**src/rtl/stm_update_scheduler_pkg.sv**
```systemverilog
// stm_update_scheduler shared types and constants.
// Scheduler state encoding, period/depth defaults, helpers.
package stm_update_scheduler_pkg;

  typedef enum logic [1:0] {
    IDLE,
    ARMED,
    ISSUE,
    COLLECT
  } sched_state_t;

  localparam int STM_UPDATE_PERIOD_BITS = 9;
  localparam int STM_UPDATE_DEPTH = 249;
  localparam int SYS_TIME_W = 56;

  function automatic logic [7:0] sat_inc8(
    input logic [7:0] v
  );
    return (v == 8'hFF) ? v : v + 8'd1;
  endfunction

endpackage

```
**src/rtl/stm_update_scheduler_tick.sv**
```systemverilog
// sys_time_tick: period boundary detector on SYS_TIME phase.
// Ports: CLK, PHASE (low SYS_TIME bits), TICK (phase wrapped).
module sys_time_tick #(
  parameter int PERIOD_BITS = 9
) (
  input  logic                   CLK,
  input  logic [PERIOD_BITS-1:0] PHASE,
  output logic                   TICK
);

  logic [PERIOD_BITS-1:0] prev_phase;

  // Loaded every cycle, reset included, so the cycle
  // after reset never sees a spurious wrap.
  always_ff @(posedge CLK) begin
    prev_phase <= PHASE;
  end

  // A drop in phase means a boundary was crossed, even
  // when SYS_TIME jumps by more than one.
  assign TICK = PHASE < prev_phase;

endmodule

```
**src/rtl/stm_update_scheduler.sv**
```systemverilog
// stm_update_scheduler: paces stm UPDATEs, counts beats, flags overruns.
// Ports: CLK, RST (sync, high), SYS_TIME, ENABLE, DOUT_VALID,
//   OVERRUN_CLR in; UPDATE, BUSY, DONE, FRAME_CNT, OVERRUN,
//   OVERRUN_CNT, STRAY out (all registered).
module stm_update_scheduler
  import stm_update_scheduler_pkg::*;
#(
  parameter int DEPTH       = STM_UPDATE_DEPTH,
  parameter int PERIOD_BITS = STM_UPDATE_PERIOD_BITS
) (
  input  logic                  CLK,
  input  logic                  RST,
  input  logic [SYS_TIME_W-1:0] SYS_TIME,
  input  logic                  ENABLE,
  input  logic                  DOUT_VALID,
  input  logic                  OVERRUN_CLR,
  output logic                  UPDATE,
  output logic                  BUSY,
  output logic                  DONE,
  output logic [15:0]           FRAME_CNT,
  output logic                  OVERRUN,
  output logic [7:0]            OVERRUN_CNT,
  output logic                  STRAY
);

  localparam int BW = $clog2(DEPTH + 1);
  localparam logic [BW-1:0] LAST = BW'(DEPTH - 1);

  sched_state_t  state;
  logic [BW-1:0] beat_cnt;

  logic tick;
  logic collecting;
  logic last_beat;
  logic go_issue;
  logic overrun_hit;
  logic unused_hi;

  // Only the phase bits matter for boundary detection.
  assign unused_hi = ^SYS_TIME[SYS_TIME_W-1:PERIOD_BITS];

  sys_time_tick #(
    .PERIOD_BITS(PERIOD_BITS)
  ) u_tick (
    .CLK  (CLK),
    .PHASE(SYS_TIME[PERIOD_BITS-1:0]),
    .TICK (tick)
  );

  assign collecting = state == COLLECT;
  assign last_beat  = collecting && DOUT_VALID &&
                      beat_cnt == LAST;

  // A boundary starts a new burst from ARMED, and also
  // from COLLECT: either the burst just finished on this
  // very beat, or it is abandoned as an overrun.
  assign go_issue    = ENABLE && tick &&
                       (state == ARMED || collecting);
  assign overrun_hit = go_issue && collecting &&
                       !last_beat;

  always_ff @(posedge CLK) begin
    if (RST) begin
      state       <= IDLE;
      beat_cnt    <= '0;
      UPDATE      <= 1'b0;
      BUSY        <= 1'b0;
      DONE        <= 1'b0;
      FRAME_CNT   <= '0;
      OVERRUN     <= 1'b0;
      OVERRUN_CNT <= '0;
      STRAY       <= 1'b0;
    end else begin
      UPDATE <= 1'b0;
      DONE   <= last_beat;

      if (DOUT_VALID && !collecting) begin
        STRAY <= 1'b1;
      end

      // A fresh overrun beats a simultaneous clear.
      if (overrun_hit) begin
        OVERRUN     <= 1'b1;
        OVERRUN_CNT <= OVERRUN_CLR ? 8'd1 :
                       sat_inc8(OVERRUN_CNT);
      end else if (OVERRUN_CLR) begin
        OVERRUN     <= 1'b0;
        OVERRUN_CNT <= '0;
      end

      if (go_issue) begin
        state     <= ISSUE;
        UPDATE    <= 1'b1;
        BUSY      <= 1'b1;
        FRAME_CNT <= FRAME_CNT + 16'd1;
      end else begin
        unique case (state)
          IDLE, ARMED: begin
            state <= ENABLE ? ARMED : IDLE;
          end
          ISSUE: begin
            state    <= COLLECT;
            beat_cnt <= '0;
          end
          COLLECT: begin
            if (DOUT_VALID) begin
              beat_cnt <= beat_cnt + BW'(1);
            end
            // Completion ignores ENABLE; only the
            // follow-on state depends on it.
            if (last_beat) begin
              state <= ENABLE ? ARMED : IDLE;
              BUSY  <= 1'b0;
            end
          end
          default: begin
            state <= IDLE;
          end
        endcase
      end
    end
  end

endmodule
```
**config.mk**
```make
export PLATFORM = sky130hd
export DESIGN_NAME = stm_update_scheduler
export DESIGN_NICKNAME = d
export VERILOG_FILES = /design/src/rtl/stm_update_scheduler_pkg.sv /design/src/rtl/stm_update_scheduler_tick.sv /design/src/rtl/stm_update_scheduler.sv
export SDC_FILE = /design/constraint.sdc
export NUM_CORES = 1
export LEC_CHECK = 0
export ABC_AREA = 1
export CAP_MARGIN = 20
export CELL_PAD_IN_SITES_DETAIL_PLACEMENT = 2
export CELL_PAD_IN_SITES_GLOBAL_PLACEMENT = 2
export CORE_MARGIN = 10
export CORE_UTILIZATION = 26
export CTS_BUF_LIST = sky130_fd_sc_hd__clkbuf_4 sky130_fd_sc_hd__clkbuf_8
export CTS_CLUSTER_SIZE = 40
export DETAILED_ROUTE_END_ITERATION = 12
export HOLD_SLACK_MARGIN = 0.05
export PLACE_DENSITY_LB_ADDON = 0.1
export SYNTH_ARGS = -nofsm -noshare
export SYNTH_HDL_FRONTEND = slang
export SYNTH_SLANG_ARGS = --single-unit
```
**constraint.sdc**
```tcl
create_clock -name CLK -period 3.24 [get_ports CLK]
set_clock_uncertainty 0.1 [all_clocks]
set_input_delay 0.81 -clock CLK [delete_from_list [all_inputs] [get_ports CLK]]
set_output_delay 0.81 -clock CLK [all_outputs]
set_load 0.02 [all_outputs]
```
# [Word level (Yosys, flattened, before mapping)]
# Index checks and enable logic that the tools add are counted.
[word_totals] reg_bits=48 latch_bits=0 mem_bits_rw=0 rom_bits=0 inputBits=61 out_inout_bits=29 mem_count=0
[op_classes] n_addsub=3 mul=0 div_mod_pow=0 magnitude_cmp=1 n_eq_ne=9 n_shift=0 n_mux=16 bitwise=1 reduce_logical=20
[ops] cell="8-bit 2-to-1 mux" n=5
[ops] cell="16-bit by 1-bit adder with 16-bit output (second input constant)" n=1
[ops] cell="8-bit by 1-bit adder with 8-bit output (second input constant)" n=2
[ops] cell="8-bit == test (second input constant)" n=2
[ops] cell="8-bit one-hot mux with 2 select lines" n=1
[ops] cell="9-bit less-than comparator" n=1
[ops] cell="2-bit nonzero test" n=4
[ops] cell="1-bit logical AND" n=7
[ops] cell="1-bit 2-to-1 mux" n=7
[ops] cell="2-bit one-hot mux with 3 select lines" n=1
[ops] cell="2-bit == test (second input constant)" n=2
[ops] cell="2-bit 2-to-1 mux" n=2
[ops] cell="2-bit != test (second input constant)" n=2
[ops] cell="2-bit AND reduction" n=2
[ops] cell="2-bit OR reduction" n=2
[ops] cell="3-bit by 1-bit != test with 1-bit output (second input constant)" n=1
[ops] cell="3-bit AND reduction" n=1
[ops] cell="2-bit by 1-bit == test with 1-bit output (second input constant)" n=1
[ops] cell="1-bit zero test" n=2
[ops] cell="2-bit zero test" n=1
[ops] cell="2-bit by 1-bit != test with 1-bit output (second input constant)" n=1
[ops] cell="1-bit logical OR" n=1
[ops] cell="1-bit NOT" n=1

# [Depth between registers and ports, before layout]
[logic_depth] word_depth=7 depth_mapped=12 ltp_nobuf=12

# [Cells and area by module]
# Synthesis repeated with hierarchy kept, for this count alone.
[unflattened] cells_unflattened=311 area_unflattened_um2=2342.2
[by_module_without_submodules] mod="stm_update_scheduler" instances=1 cells_per_inst=259 area_each_um2=1913.1
[by_module_without_submodules] mod="sys_time_tick" instances=1 cells_per_inst=52 area_each_um2=429.2

# [Least setup slack after synthesis]
# No wires, ideal clock.
[synth_timing] path_type="input port to flip-flop" startpoint="input SYS_TIME[8]" endpoint="register FRAME_CNT[9]" setup_time_ns=0.119 arrival_ns=1.969 t_required_ns=3.021 slack_ns=1.052 cell_stages=10 cell_sequence="ha_1 -> nand2_1 -> nand2_1 -> nor2_2 -> nand2_1 -> nor2_2 -> nand2_4 -> buf_6 -> o21ai_0 -> a21oi_1"
[synth_via] elab_chain_cells=3
[synth_rtl] item="start: declaration" line="stm_update_scheduler.sv:13" text="input logic [SYS_TIME_W-1:0] SYS_TIME,"
[synth_rtl] item="9-bit less-than comparator" line="stm_update_scheduler_tick.sv:21" text="assign TICK = PHASE < prev_phase;"
[synth_rtl] item="1-bit logical AND (2 in a row)" line="stm_update_scheduler.sv:57" text="assign go_issue = ENABLE && tick &&"
[synth_rtl] item="end signal: assignment" line="stm_update_scheduler.sv:95" text="FRAME_CNT <= FRAME_CNT + 16'd1;"
[synth_rtl] item="end: declaration" line="stm_update_scheduler.sv:20" text="output logic [15:0] FRAME_CNT,"
# Every way passes these cells.
# A chain may end at the register's enable or synchronous reset.

# [Worst setup path after layout]
[layout_timing] startpoint="input SYS_TIME[8]" endpoint="register FRAME_CNT[3]"
# The elaborated chain is that of the path after synthesis.

==> results_dict.tcl <==
set metrics [dict create \
    grt_pass1_wl_mm 13.43 \
    start_util_pct 26.96 \
    synth_edf_count 0 \
    fill_cells 1152 \
    drc 0 \
    synth_nets 425 \
    grt_pass1_vias 2633 \
    async_reset_ff_share_pct 0 \
    hold_class "register to register" \
    ant_nets 0 \
    clockBufferDepth 2 \
    ctsResizeCount 0 \
    grtUsageTotal_pct 11.27 \
    yosys.area.top_type_share_pct 38.04 \
    reg2reg_depth 12 \
    fin_setup_tns_ns 0 \
    yosysWarnings 0 \
    core_area_um2 9371 \
    vias_per_cell 4.584 \
    endpoint_kind "register" \
    drt-total-wl_mm 7.726 \
    cts_hold_buf 0 \
    fin_crit_ns 2.623 \
    cap_violations 0 \
    status "complete, no violations" \
    p_leak_nw 1.251 \
    fp.dieArea_um2 14060 \
    seq_area_frac_synth_pct 38.04 \
    cts_tree "built" \
    crit_required_ns 3.41 \
    wire_per_inst_um 14.69 \
    p_per_area_nw_per_um2 356.9 \
    pre_cts_ws_ns 0.2354 \
    path_max_fanout 18 \
    drv_slew 0 \
    path_class "input port to register" \
    relSlewSlack_pct 60.41 \
    arrival_ns 2.79 \
    port_buffers 42 \
    m1WireLength_mm 3.717 \
    fp-row-count 35 \
    setup_viol 0 \
    top_layer "met4" \
    grt-ovfl-total 0 \
    ys_seq_elements 48 \
    dieWidth_um 118.6 \
    netlist_top_cells_area "dfxtp_1 (38%), nand2_1 (12%), inv_1 (7.1%)" \
    numCtsBuffers 5 \
    ir_drop_mv 0.1568 \
    layout-drive-gt1-share_pct 7.809 \
    dpl.hpwl_mm 5.841 \
    syn_to_final_growth_pct 25.61 \
    holdPathStages 2 \
    wl_met2_mm 3.680 \
    grt_max_degree 25 \
    synth_ff_type "dfxtp_1" \
    setup_slack_ns 0.6175 \
    ys_types 32 \
    clk_pin_slew_ns 0.10 \
    yosys.area.top_type "dfxtp_1" \
    vias 2411 \
    antenna_found_initial 0 \
    boundaryPins 90 \
    dr_wl_met3_um 234 \
    fin_crit_sh_pct 80.94 \
    clock.fmax_mhz 381.3 \
    fin_nets 469 \
    final_common_cell "nand2_1" \
    final_cell_mix "nand2_1 (84), dfxtp_1 (48), inv_1 (48), clkdlybuf4s50_1 (42), a21oi_1 (31)" \
    synthCells 352 \
    hold_violations 0 \
    clockRootBuffer "clkbuf_8" \
    worstMarginPinSlew_ns 0.5932 \
    htreeDepth 2 \
    clk_latency_ns 0.32 \
    avgSynthCellArea_um2 7.177 \
    place_congestion 0.7329 \
    diodes 0 \
    drt_iter0_drc 93 \
    crit_path_start_kind "input port" \
    netlist_area_um2 2526 \
    rsz0062_at_grt "no" \
    cts_sinks 48 \
    drt-pass1-iter-count 4 \
    cts_setup_buffers 0 \
    die_h_um 118.6 \
]
==> worst paths after layout <==
kind | start | to | slack, ns
hold / removal | STRAY$_SDFFE_PP0P_ | STRAY$_SDFFE_PP0P_ | 0.39
hold reg to reg | STRAY$_SDFFE_PP0P_ | STRAY$_SDFFE_PP0P_ | 0.39
setup reg to reg | u_tick.prev_phase[8]$_DFF_P_ | FRAME_CNT[3]$_SDFFE_PP0P_ | 1.22
setup / recovery | SYS_TIME[8] | FRAME_CNT[3]$_SDFFE_PP0P_ | 0.62
==> report_power, final <==
part | internal (mW) | switching, mW
combinational | 0.0478 | 0.0743
sequential | 0.605 | 0.0109
clock | 0.154 | 0.241
total | 0.807 | 0.326
==> cells by family (layout without fill, tap and decap cells) <==
kind of cell	Yosys count	after routing	share of synthesized area (%)
AO/OA/AOI/OAI	44	44	9.163
XOR/XNOR	9	9	3.121
adder cells (fa/ha/maj)	12	12	5.943
buffers and inverters	57	102	9.361
flip-flops	48	48	38.04
AND/OR/NAND/NOR	182	182	34.37
==> through the flow <==
step           total power, mW  utilization (%)  std cells  area (um^2)  hold WS [ns]
2_1_floorplan           0.7023                -        352         2526        0.3673
4_1_cts                  1.162            33.86        526         3173        0.4003
3_3_place_gp            0.7505            32.87        518         3080        0.3599
6_report                 1.133            33.86        526         3173        0.3911
3_5_place_dp            0.7551            32.87        518         3080        0.3620
5_1_grt                  1.196            33.86        526         3173        0.4334
==> cell usage after synthesis (2+ instances only) <==
library cell,number
xor2_1,6
nand2_1,84
nand2_2,4
nor3_1,8
nor2_2,7
ha_1,12
nand3_2,4
clkbuf_1,4
a21oi_1,31
a31oi_1,3
nor3b_1,6
buf_6,2
nand4_1,7
o21ai_0,6
xnor2_1,3
dfxtp_1,48
nor2_1,26
inv_1,48
nand3_1,30
==> worst max-delay path, cell delays in order <==
cell and delay, ns:
clkdlybuf4s50_1 0.44, ha_1 0.32, nand2_1 0.09, nor2_1 0.07, nand3_1 0.11, nand2_1 0.08
nor2_2 0.17, nand2_4 0.18, buf_4 0.21, o21ai_0 0.14, nand2_1 0.06, nor2_1 0.10
==> routing by layer <==
metal | global-route usage, % | up-vias
met5 | 0 | -
met4 | 3.435 | 0
met3 | 2.475 | 8
met2 | 19.26 | 28
met1 | 13.72 | 1155
li1 | - | 1220
==> sequential cells by signal, indices dropped and copies added (netlist names) <==
| signal | count |
|---|---|
| FRAME_CNT | 16 |
| STRAY | 1 |
| BUSY | 1 |
| beat_cnt | 8 |
| u_tick.prev_phase | 9 |
| OVERRUN | 1 |
| OVERRUN_CNT | 8 |
| state | 2 |
| UPDATE | 1 |
| DONE | 1 |
==> layout make-up <==
| type | instances | area (um^2) | share of cell area, % |
|---|---|---|---|
| clock inverters | 3 | 23.77 | 0.7492 |
| inverters | 49 | 186.4 | 5.875 |
| flip-flops and latches | 48 | 960.9 | 30.28 |
| repair buffers | 45 | 442.9 | 13.96 |
| clock buffers | 5 | 68.82 | 2.169 |
| multi-input cells | 247 | 1329 | 41.88 |
| well taps | 129 | 161.4 | 5.087 |
No activity file was read; power rests on OpenSTA's default activity.
